### config.mk
export PLATFORM = sky130hd
export DESIGN_NAME = i2c_target_regif
export DESIGN_NICKNAME = d
export VERILOG_FILES = /design/src/rtl/i2c_pkg.sv /design/src/rtl/i2c_line_cond.sv /design/src/rtl/i2c_target_regif.sv
export SDC_FILE = /design/constraint.sdc
export NUM_CORES = 1
export LEC_CHECK = 0
export BUFFER_PORTS_ARGS = -buffer_cell sky130_fd_sc_hd__clkbuf_2
export CAP_MARGIN = 20
export CELL_PAD_IN_SITES_DETAIL_PLACEMENT = 1
export CELL_PAD_IN_SITES_GLOBAL_PLACEMENT = 2
export CORE_MARGIN = 4
export CORE_UTILIZATION = 40
export DETAILED_ROUTE_END_ITERATION = 10
export PLACE_DENSITY = 0.89
export SLEW_MARGIN = 10
export SYNTH_ARGS = -nofsm -noshare
export SYNTH_HDL_FRONTEND = slang
export SYNTH_HIERARCHICAL = 1
export SYNTH_SLANG_ARGS = --single-unit
### constraint.sdc
create_clock -name clk -period 5.6 [get_ports clk]
set_input_delay 0.84 -clock clk [delete_from_list [all_inputs] [get_ports clk]]
set_output_delay 0.84 -clock clk [all_outputs]
set_load 0.02 [all_outputs]
### src/rtl/i2c_pkg.sv
// Shared types and constants for the I2C target register interface.
package i2c_pkg;

  typedef enum logic [3:0] {
    ST_IDLE      = 4'd0,
    ST_ADDR      = 4'd1,
    ST_ADDR_ACK  = 4'd2,
    ST_PTR       = 4'd3,
    ST_PTR_ACK   = 4'd4,
    ST_WDATA     = 4'd5,
    ST_WDATA_ACK = 4'd6,
    ST_RDATA     = 4'd7,
    ST_RDATA_ACK = 4'd8,
    ST_WAIT_STOP = 4'd9
  } i2c_tgt_state_e;

  localparam logic I2C_RW_WRITE = 1'b0;
  localparam logic I2C_RW_READ  = 1'b1;
  localparam logic I2C_ACK      = 1'b0;
  localparam logic I2C_NACK     = 1'b1;

  localparam logic [3:0] I2C_LAST_BIT = 4'd7;
  localparam logic [3:0] I2C_ACK_SLOT = 4'd8;

  function automatic logic maj3(input logic a, input logic b, input logic c);
    return (a & b) | (a & c) | (b & c);
  endfunction

endpackage

### src/rtl/i2c_line_cond.sv
// Conditions one raw bus line: synchronizer, optional majority filter
// (`I2C_TARGET_GLITCH_FILTER_EN) and rise/fall detection.
module i2c_line_cond #(
  parameter int SYNC_STAGES = 2
) (
  input  logic clk,
  input  logic rst_n,
  input  logic line_raw,
  output logic level,
  output logic rise,
  output logic fall
);
  import i2c_pkg::*;

  logic [SYNC_STAGES-1:0] sync;
  logic                   filt;
  logic                   prev;

  // Metastability synchronizer; idle bus level is high
  always_ff @(posedge clk or negedge rst_n) begin
    if (!rst_n) begin
      sync <= '1;
    end else begin
      sync <= {sync[SYNC_STAGES-2:0], line_raw};
    end
  end

`ifdef I2C_TARGET_GLITCH_FILTER_EN
  logic [1:0] hist;
  logic       filt_q;

  // Majority of three consecutive samples swallows single-clk pulses
  always_ff @(posedge clk or negedge rst_n) begin
    if (!rst_n) begin
      hist   <= 2'b11;
      filt_q <= 1'b1;
    end else begin
      hist   <= {hist[0], sync[SYNC_STAGES-1]};
      filt_q <= maj3(sync[SYNC_STAGES-1], hist[0], hist[1]);
    end
  end

  assign filt = filt_q;
`else
  assign filt = sync[SYNC_STAGES-1];
`endif

  // Previous conditioned sample for edge detection
  always_ff @(posedge clk or negedge rst_n) begin
    if (!rst_n) begin
      prev <= 1'b1;
    end else begin
      prev <= filt;
    end
  end

  assign level = filt;
  assign rise  = filt & ~prev;
  assign fall  = ~filt & prev;

endmodule

### src/rtl/i2c_target_regif.sv
// I2C target bridging bus transfers onto a byte-wide register port.
// Optional `I2C_TARGET_GLITCH_FILTER_EN enables a majority filter on SCL/SDA.
module i2c_target_regif #(
  parameter logic [6:0] SLAVE_ADDR  = 7'h2a,
  parameter int         REG_AW      = 3,
  parameter int         SYNC_STAGES = 2
) (
  input  logic              clk,
  input  logic              rst_n,
  input  logic              scl_i,
  input  logic              sda_i,
  output logic              sda_oe,
  output logic [REG_AW-1:0] reg_addr,
  output logic              reg_wr_en,
  output logic [7:0]        reg_wdata,
  input  logic [7:0]        reg_rdata,
  output logic              busy
);
  import i2c_pkg::*;

  localparam logic [REG_AW-1:0] PTR_ONE = REG_AW'(1'b1);

  logic scl_lvl, scl_rise, scl_fall;
  logic sda_lvl, sda_rise, sda_fall;
  logic start_det, stop_det;

  i2c_tgt_state_e    state, state_nxt;
  logic [3:0]        bit_cnt, bit_cnt_nxt;
  logic [7:0]        shift, shift_nxt;
  logic [7:0]        rx_byte;
  logic [REG_AW-1:0] ptr_nxt;
  logic              sda_oe_nxt, busy_nxt, rw, rw_nxt, wr_en_nxt;
  logic [7:0]        wdata_nxt;

  i2c_line_cond #(.SYNC_STAGES(SYNC_STAGES)) u_scl_cond (
    .clk      (clk),
    .rst_n    (rst_n),
    .line_raw (scl_i),
    .level    (scl_lvl),
    .rise     (scl_rise),
    .fall     (scl_fall)
  );

  i2c_line_cond #(.SYNC_STAGES(SYNC_STAGES)) u_sda_cond (
    .clk      (clk),
    .rst_n    (rst_n),
    .line_raw (sda_i),
    .level    (sda_lvl),
    .rise     (sda_rise),
    .fall     (sda_fall)
  );

  assign start_det = sda_fall & scl_lvl;
  assign stop_det  = sda_rise & scl_lvl;
  assign rx_byte   = {shift[6:0], sda_lvl};

  // Next-state and datapath decode; SCL rise samples, SCL fall drives
  always_comb begin
    state_nxt   = state;
    bit_cnt_nxt = bit_cnt;
    shift_nxt   = shift;
    ptr_nxt     = reg_addr;
    sda_oe_nxt  = sda_oe;
    busy_nxt    = busy;
    rw_nxt      = rw;
    wr_en_nxt   = 1'b0;
    wdata_nxt   = reg_wdata;
    if (stop_det) begin
      state_nxt   = ST_IDLE;
      bit_cnt_nxt = 4'd0;
      sda_oe_nxt  = 1'b0;
      busy_nxt    = 1'b0;
    end else if (start_det) begin
      state_nxt   = ST_ADDR;
      bit_cnt_nxt = 4'd0;
      sda_oe_nxt  = 1'b0;
      busy_nxt    = 1'b0;
    end else begin
      case (state)
        ST_ADDR: begin
          if (scl_rise) begin
            shift_nxt   = rx_byte;
            bit_cnt_nxt = bit_cnt + 4'd1;
            if (bit_cnt == I2C_LAST_BIT) begin
              if (rx_byte[7:1] == SLAVE_ADDR) begin
                state_nxt = ST_ADDR_ACK;
                busy_nxt  = 1'b1;
                rw_nxt    = rx_byte[0];
              end else begin
                state_nxt = ST_WAIT_STOP;
              end
            end else begin
              state_nxt = ST_ADDR;
            end
          end else begin
            state_nxt = ST_ADDR;
          end
        end
        ST_PTR: begin
          if (scl_rise) begin
            shift_nxt   = rx_byte;
            bit_cnt_nxt = bit_cnt + 4'd1;
            if (bit_cnt == I2C_LAST_BIT) begin
              ptr_nxt   = rx_byte[REG_AW-1:0];
              state_nxt = ST_PTR_ACK;
            end else begin
              state_nxt = ST_PTR;
            end
          end else begin
            state_nxt = ST_PTR;
          end
        end
        ST_WDATA: begin
          if (scl_rise) begin
            shift_nxt   = rx_byte;
            bit_cnt_nxt = bit_cnt + 4'd1;
            if (bit_cnt == I2C_LAST_BIT) begin
              wdata_nxt = rx_byte;
              wr_en_nxt = 1'b1;
              state_nxt = ST_WDATA_ACK;
            end else begin
              state_nxt = ST_WDATA;
            end
          end else begin
            state_nxt = ST_WDATA;
          end
        end
        // bit_cnt==8: fall opens the ACK slot; rise clears it; next fall closes it
        ST_ADDR_ACK, ST_PTR_ACK, ST_WDATA_ACK: begin
          if (scl_fall && (bit_cnt == I2C_ACK_SLOT)) begin
            sda_oe_nxt = ~I2C_ACK;
          end else if (scl_rise) begin
            bit_cnt_nxt = 4'd0;
          end else if (scl_fall) begin
            bit_cnt_nxt = 4'd0;
            sda_oe_nxt  = 1'b0;
            if ((state == ST_ADDR_ACK) && (rw == I2C_RW_READ)) begin
              state_nxt  = ST_RDATA;
              shift_nxt  = reg_rdata;
              sda_oe_nxt = ~reg_rdata[7];
            end else if (state == ST_ADDR_ACK) begin
              state_nxt = ST_PTR;
            end else if (state == ST_WDATA_ACK) begin
              state_nxt = ST_WDATA;
              ptr_nxt   = reg_addr + PTR_ONE;
            end else begin
              state_nxt = ST_WDATA;
            end
          end else begin
            state_nxt = state;
          end
        end
        ST_RDATA: begin
          if (scl_rise) begin
            bit_cnt_nxt = bit_cnt + 4'd1;
          end else if (scl_fall) begin
            if (bit_cnt == I2C_ACK_SLOT) begin
              sda_oe_nxt = 1'b0;
              state_nxt  = ST_RDATA_ACK;
            end else begin
              shift_nxt  = {shift[6:0], 1'b0};
              sda_oe_nxt = ~shift[6];
            end
          end else begin
            state_nxt = ST_RDATA;
          end
        end
        ST_RDATA_ACK: begin
          if (scl_rise) begin
            if (sda_lvl == I2C_ACK) begin
              ptr_nxt     = reg_addr + PTR_ONE;
              bit_cnt_nxt = 4'd0;
            end else begin
              state_nxt = ST_WAIT_STOP;
            end
          end else if (scl_fall && (bit_cnt == 4'd0)) begin
            state_nxt  = ST_RDATA;
            shift_nxt  = reg_rdata;
            sda_oe_nxt = ~reg_rdata[7];
          end else begin
            state_nxt = ST_RDATA_ACK;
          end
        end
        ST_IDLE, ST_WAIT_STOP: begin
          state_nxt = state;
        end
        default: begin
          state_nxt  = ST_IDLE;
          sda_oe_nxt = 1'b0;
          busy_nxt   = 1'b0;
        end
      endcase
    end
  end

  // State and output registers; reset releases SDA asynchronously
  always_ff @(posedge clk or negedge rst_n) begin
    if (!rst_n) begin
      state     <= ST_IDLE;
      bit_cnt   <= 4'd0;
      shift     <= 8'h00;
      reg_addr  <= '0;
      sda_oe    <= 1'b0;
      busy      <= 1'b0;
      rw        <= I2C_RW_WRITE;
      reg_wr_en <= 1'b0;
      reg_wdata <= 8'h00;
    end else begin
      state     <= state_nxt;
      bit_cnt   <= bit_cnt_nxt;
      shift     <= shift_nxt;
      reg_addr  <= ptr_nxt;
      sda_oe    <= sda_oe_nxt;
      busy      <= busy_nxt;
      rw        <= rw_nxt;
      reg_wr_en <= wr_en_nxt;
      reg_wdata <= wdata_nxt;
    end
  end

endmodule

# Word level (Yosys, flattened, before mapping)
# Index checks and enable logic that the tools add are counted.
# Widths: inputs -> output; s select.
[totals] regBits=36 word_cells=176 inputBits=12 output_inout_bits=14
[classes] bitwise=14 addsub=2 reduce_logical=22 n_mux=75 n_eq_ne=50
[ops] operator="$mux 4" n=24
[ops] operator="$mux 7" n=10
[ops] operator="$ne 4x4->1 const B" n=12
[ops] operator="$mux 3" n=13
[ops] operator="$ne 2x2->1 const B" n=16
[ops] operator="$pmux 4 s7" n=1
[ops] operator="$pmux 7 s4" n=1
[ops] operator="$reduce_and 13->1" n=2
[ops] operator="$mux 1" n=21
[ops] operator="$eq 4x3->1 const B" n=5
[ops] operator="$ne 5x5->1 const B" n=4
[ops] operator="$reduce_and 7->1" n=2
[ops] operator="$eq 4x4->1 const B" n=3
[ops] operator="$pmux 4 s3" n=1
[ops] operator="$reduce_and 6->1" n=2
[ops] operator="$pmux 3 s3" n=1
[ops] operator="$reduce_or 9->1" n=1
[ops] operator="$eq 4x2->1 const B" n=2
[ops] operator="$logic_not 4->1" n=2
[ops] operator="$not 1->1" n=8
[ops] operator="$eq 7x6->1 const B" n=1
[ops] operator="$and 1x1->1" n=6
[ops] operator="$ne 3x1->1 const B" n=2
[ops] operator="$reduce_or 3->1" n=2
[ops] operator="19 further kinds" n=21

# Longest topological paths before layout
[depth] ltp_word=9 ltp_mapped=8 mapped_depth_nobuf=7

# Modules after synthesis
# Netlist, hierarchy kept.
[modules_own_cells] mod="i2c_target_regif" cells_each=209 n_inst=1 area_each_um2=2049.5 seq_area_each_um2=750.7
[modules_own_cells] mod="i2c_line_cond" cells_each=5 n_inst=2 area_each_um2=93.8 seq_area_each_um2=78.8

# Worst setup path before layout
# No wires, ideal clock.
[synth_path] path_type="reg2reg" start="register u_sda_cond.sync[1]" end="register shift[1]" setup_slack_ns=3.265 period_less_slack_ns=2.335 path_stages_with_launch=6 setup_ns=0.125 t_required_ns=5.475 path_buffers=0 arrival_time_ns=2.210 cell_sequence="dfstp_2 > and2b_2 > o21ai_0 > o21ai_1 > a2111oi_4 > mux2_2"
[synth_via] elab_chain_len=5 word_cells_on_any_way=8 classes_between="bitwise: 7; reduce/logical: 1"
[synth_lines] element="from (decl)" line_no="i2c_line_cond.sv:15" rtl="logic [SYNC_STAGES-1:0] sync;"
[synth_lines] element="from (signal assigned)" line_no="i2c_line_cond.sv:24" rtl="sync <= {sync[SYNC_STAGES-2:0], line_raw};"
[synth_lines] element="$not 1->1" line_no="i2c_line_cond.sv:59" rtl="assign fall = ~filt & prev;"
[synth_lines] element="$and 1x1->1" line_no="i2c_line_cond.sv:59"
[synth_lines] element="via sda_fall" line_no="i2c_target_regif.sv:24" rtl="logic sda_lvl, sda_rise, sda_fall;"
[synth_lines] element="$and 1x1->1" line_no="i2c_target_regif.sv:53" rtl="assign start_det = sda_fall & scl_lvl;"
[synth_lines] element="$not 1->1 (no source line)"
[synth_lines] element="$reduce_and 13->1 (no source line)"
[synth_lines] element="to (signal assigned)" line_no="i2c_target_regif.sv:211" rtl="shift <= shift_nxt;"
[synth_lines] element="to (decl)" line_no="i2c_target_regif.sv:29" rtl="logic [7:0] shift, shift_nxt;"
# The timed path passes the listed nets, and every way through them passes these cells.
# A chain may end at the register's enable or synchronous reset.

# Worst setup path in the final report
[layout_path] start="register u_sda_cond.sync[1]" end="register shift[6]"
# Same word-level chain as after synthesis.

==> impl_metrics.yaml <==
clock_tree:
  cts_sinks: 36
  cts_resized: 0
  ctsLongestPathBuffers: 2
  cts_max_level: 2
  cts_tree: "done"
  worst_skew_pair.late_latency_ns: 0.29
  path_clk_slew_ns: 0.07
  post-cts-setup-buffers: 0
  cts_root_buffer: "clkbuf_8"
  numCtsBuffers: 5
  postCtsHoldBufs: 0
sta:
  fmax_mhz: 353.5
  fin_setup_tns_ns: 0
  finalHoldViolations: 0
  worstMarginPinSlew_ns: 0.9126
  post-route-min-period_ns: 2.829
  hold_slack_ns: 0.3574
  post-route-period-util: 0.5052
  slew_violations: 0
  finalSetupViolCount: 0
  slew_headroom: 0.3916
  fin_skew_ns: 0.01089
  rsz0062_at_grt: "no"
run_status:
  outcome: "finished clean"
logic_synthesis:
  syn_area_per_cell_sq_um: 10.22
  syn_inst: 219
  synth_top_area_frac: 0.3356
  yosysWarnings: 6
  ys_seq_elements: 36
  synth_area_leaders: "dfrtp_1 34%, mux2_2 12%, dfstp_2 7.0%"
  synth-main-ff-cell: "dfrtp_1"
  yosys.area.top_type: "dfrtp_1"
  ys_seq_area_frac: 0.4060
  syn_area_sq_um: 2237
  syn_nets: 234
  synth_cell_type_count: 56
  async_flop_share: 1.000
  synth_edf_count: 0
final_layout:
  fin_nets: 252
  final_cells: 308
  insertedDiodeCount: 0
  drive_above_1_share: 0.3151
  syn2layout_area_growth_pct: 11.19
routing:
  ant_nets: 0
  drc: 0
  dr.pass1.iters: 4
  wl_per_cell_um: 19.09
  routed_wl_um: 5879
  vias_per_cell: 6.045
  vias: 1862
  drtIter0Drc: 167
place:
  port_buffers: 25
  hpwlAfterDp_um: 4263
  dp_cells: 300
  gp_congestion: 0.8162
setup_path:
  worstPathMaxFanout: 8
  cp_top_family: "compound AO/OA/AOI/OAI gates"
  required_ns: 5.77
  path_cells: "and2b_2 -> o21ai_0 -> o21ai_1 -> a2111oi_4 -> mux2_2"
  end_kind: "register"
  critical_path_class: "register to register"
  slowest_delay_ns: 0.65
  critPathSlowestCell: "a2111oi_4"
  crit_buf_inv: 0
  cp.arrival_ns: 3.00
  startpoint_type: "register"
global_routing:
  grt_pass1_wl_um: 9811
  antenna_found_initial: 0
  grt.total_usage: 0.1915
  grt_max_degree: 37
  overflow: 0
  grt_pass1_vias: 1887
pwr:
  peakVddDrop_mv: 0.1386
  leakage_uw: 0.001101
  p_per_area_nw_per_um2: 270.5
floorplanning:
  initial_utilization: 0.4245
  die-area_sq_um: 6853
  rows: 26
  die_h_um: 82.79
  die_w_um: 82.79
  core_sq_um: 5270
  ios: 26
job:
  cap_violations: 0
worst_hold_path:
  hold_class: "register to register"
-- synthesized netlist by cell type (4+ instances only) --
library cell,n
nand2_1,12
o21a_1,4
o21ai_0,11
nor2_1,13
a31oi_1,4
buf_2,5
a21oi_1,16
mux2i_1,5
dfrtp_1,30
nor2b_1,7
clkbuf_1,6
inv_1,6
mux2_2,24
nand3_1,6
dfstp_2,6
and4b_1,4
-- registers in the layout (all words and copies together), names as in the netlist, 2 cells and up --
| name | count |
|---|---|
| u_sda_cond/sync | 2 |
| reg_addr | 3 |
| reg_wdata | 8 |
| shift | 7 |
| bit_cnt | 4 |
| u_scl_cond/sync | 2 |
| state | 4 |
-- power by group --
group	total (uW)	switching, uW	internal (uW)
Clock	226	93.7	132
Combinational	115	51.7	63.6
Sequential	332	39.2	293
Total	673	185	488
-- final timing paths --
| path | start | end | slack (ns) | cells past startpoint |
|---|---|---|---|---|
| max in group asynchronous | rst_n | reg_wr_en$_DFF_PN0_ | 4.35 | 1 |
| worst max register to register | u_sda_cond/sync[1]$_DFF_PN1_ | shift[6]$_DFFE_PN0P_ | 2.77 | 5 |
| min in group asynchronous | rst_n | bit_cnt[0]$_DFFE_PN0P_ | 0.67 | 1 |
| worst max-delay path | u_sda_cond/sync[1]$_DFF_PN1_ | shift[6]$_DFFE_PN0P_ | 2.77 | 5 |
| worst min register to register | u_scl_cond/sync[0]$_DFF_PN1_ | u_scl_cond/sync[1]$_DFF_PN1_ | 0.36 | 0 |
| worst min-delay path | u_scl_cond/sync[0]$_DFF_PN1_ | u_scl_cond/sync[1]$_DFF_PN1_ | 0.36 | 0 |
-- layout by cell type (no fill, tap or decap), drive strengths merged, types with 5 or more instances in the layout --
| cell type | count |
|---|---|
| mux2i | 5 |
| a21oi | 17 |
| nand2 | 12 |
| nand3 | 7 |
| clkbuf | 31 |
| inv | 6 |
| o21ai | 12 |
| nor2 | 13 |
| dfstp | 6 |
| nor2b | 7 |
| dfrtp | 30 |
| mux2 | 24 |
-- per-layer routing --
layer  track usage  up-vias  part of all wire
met5             0        -                 0
met1        0.2561      950              0.44
met4       0.06046        0            0.0061
li1              -      850                 -
met2        0.3125       58              0.50
met3       0.03672        4             0.052
-- metrics by stage --
step                power (uW)    util  cell area (sq um)  setup WS, ns
floorplan                410.7       -               2237         3.265
global placement         443.9  0.4516               2380         2.835
detailed placement       451.6  0.4516               2380         2.764
CTS                      679.7  0.4720               2487         2.762
global route             708.5  0.4720               2487         2.651
finish                   672.9  0.4720               2487         2.771
-- layout make-up --
cell class                      count  area [sq um]
Clock buffer                        6         72.57
Clock inverter                      2         35.03
Fill cell                         624          2783
Inverter                            6         22.52
Multi-Input combinational cell    162          1229
Sequential cell                    36         908.4
Tap cell                           70         87.58
Timing Repair Buffer               26         132.6
-- cells by family after synthesis --
logic type | after synthesis | share of synthesized area
muxes | 29 | 0.1432
AOI/OAI and AO/OA | 58 | 0.1795
adders and majority gates | 3 | 0.01678
and+or+nand+nor | 72 | 0.2097
DFF | 36 | 0.4060
buffers and inverters | 21 | 0.04474
Note: power is estimated with default switching activity, not from simulation.
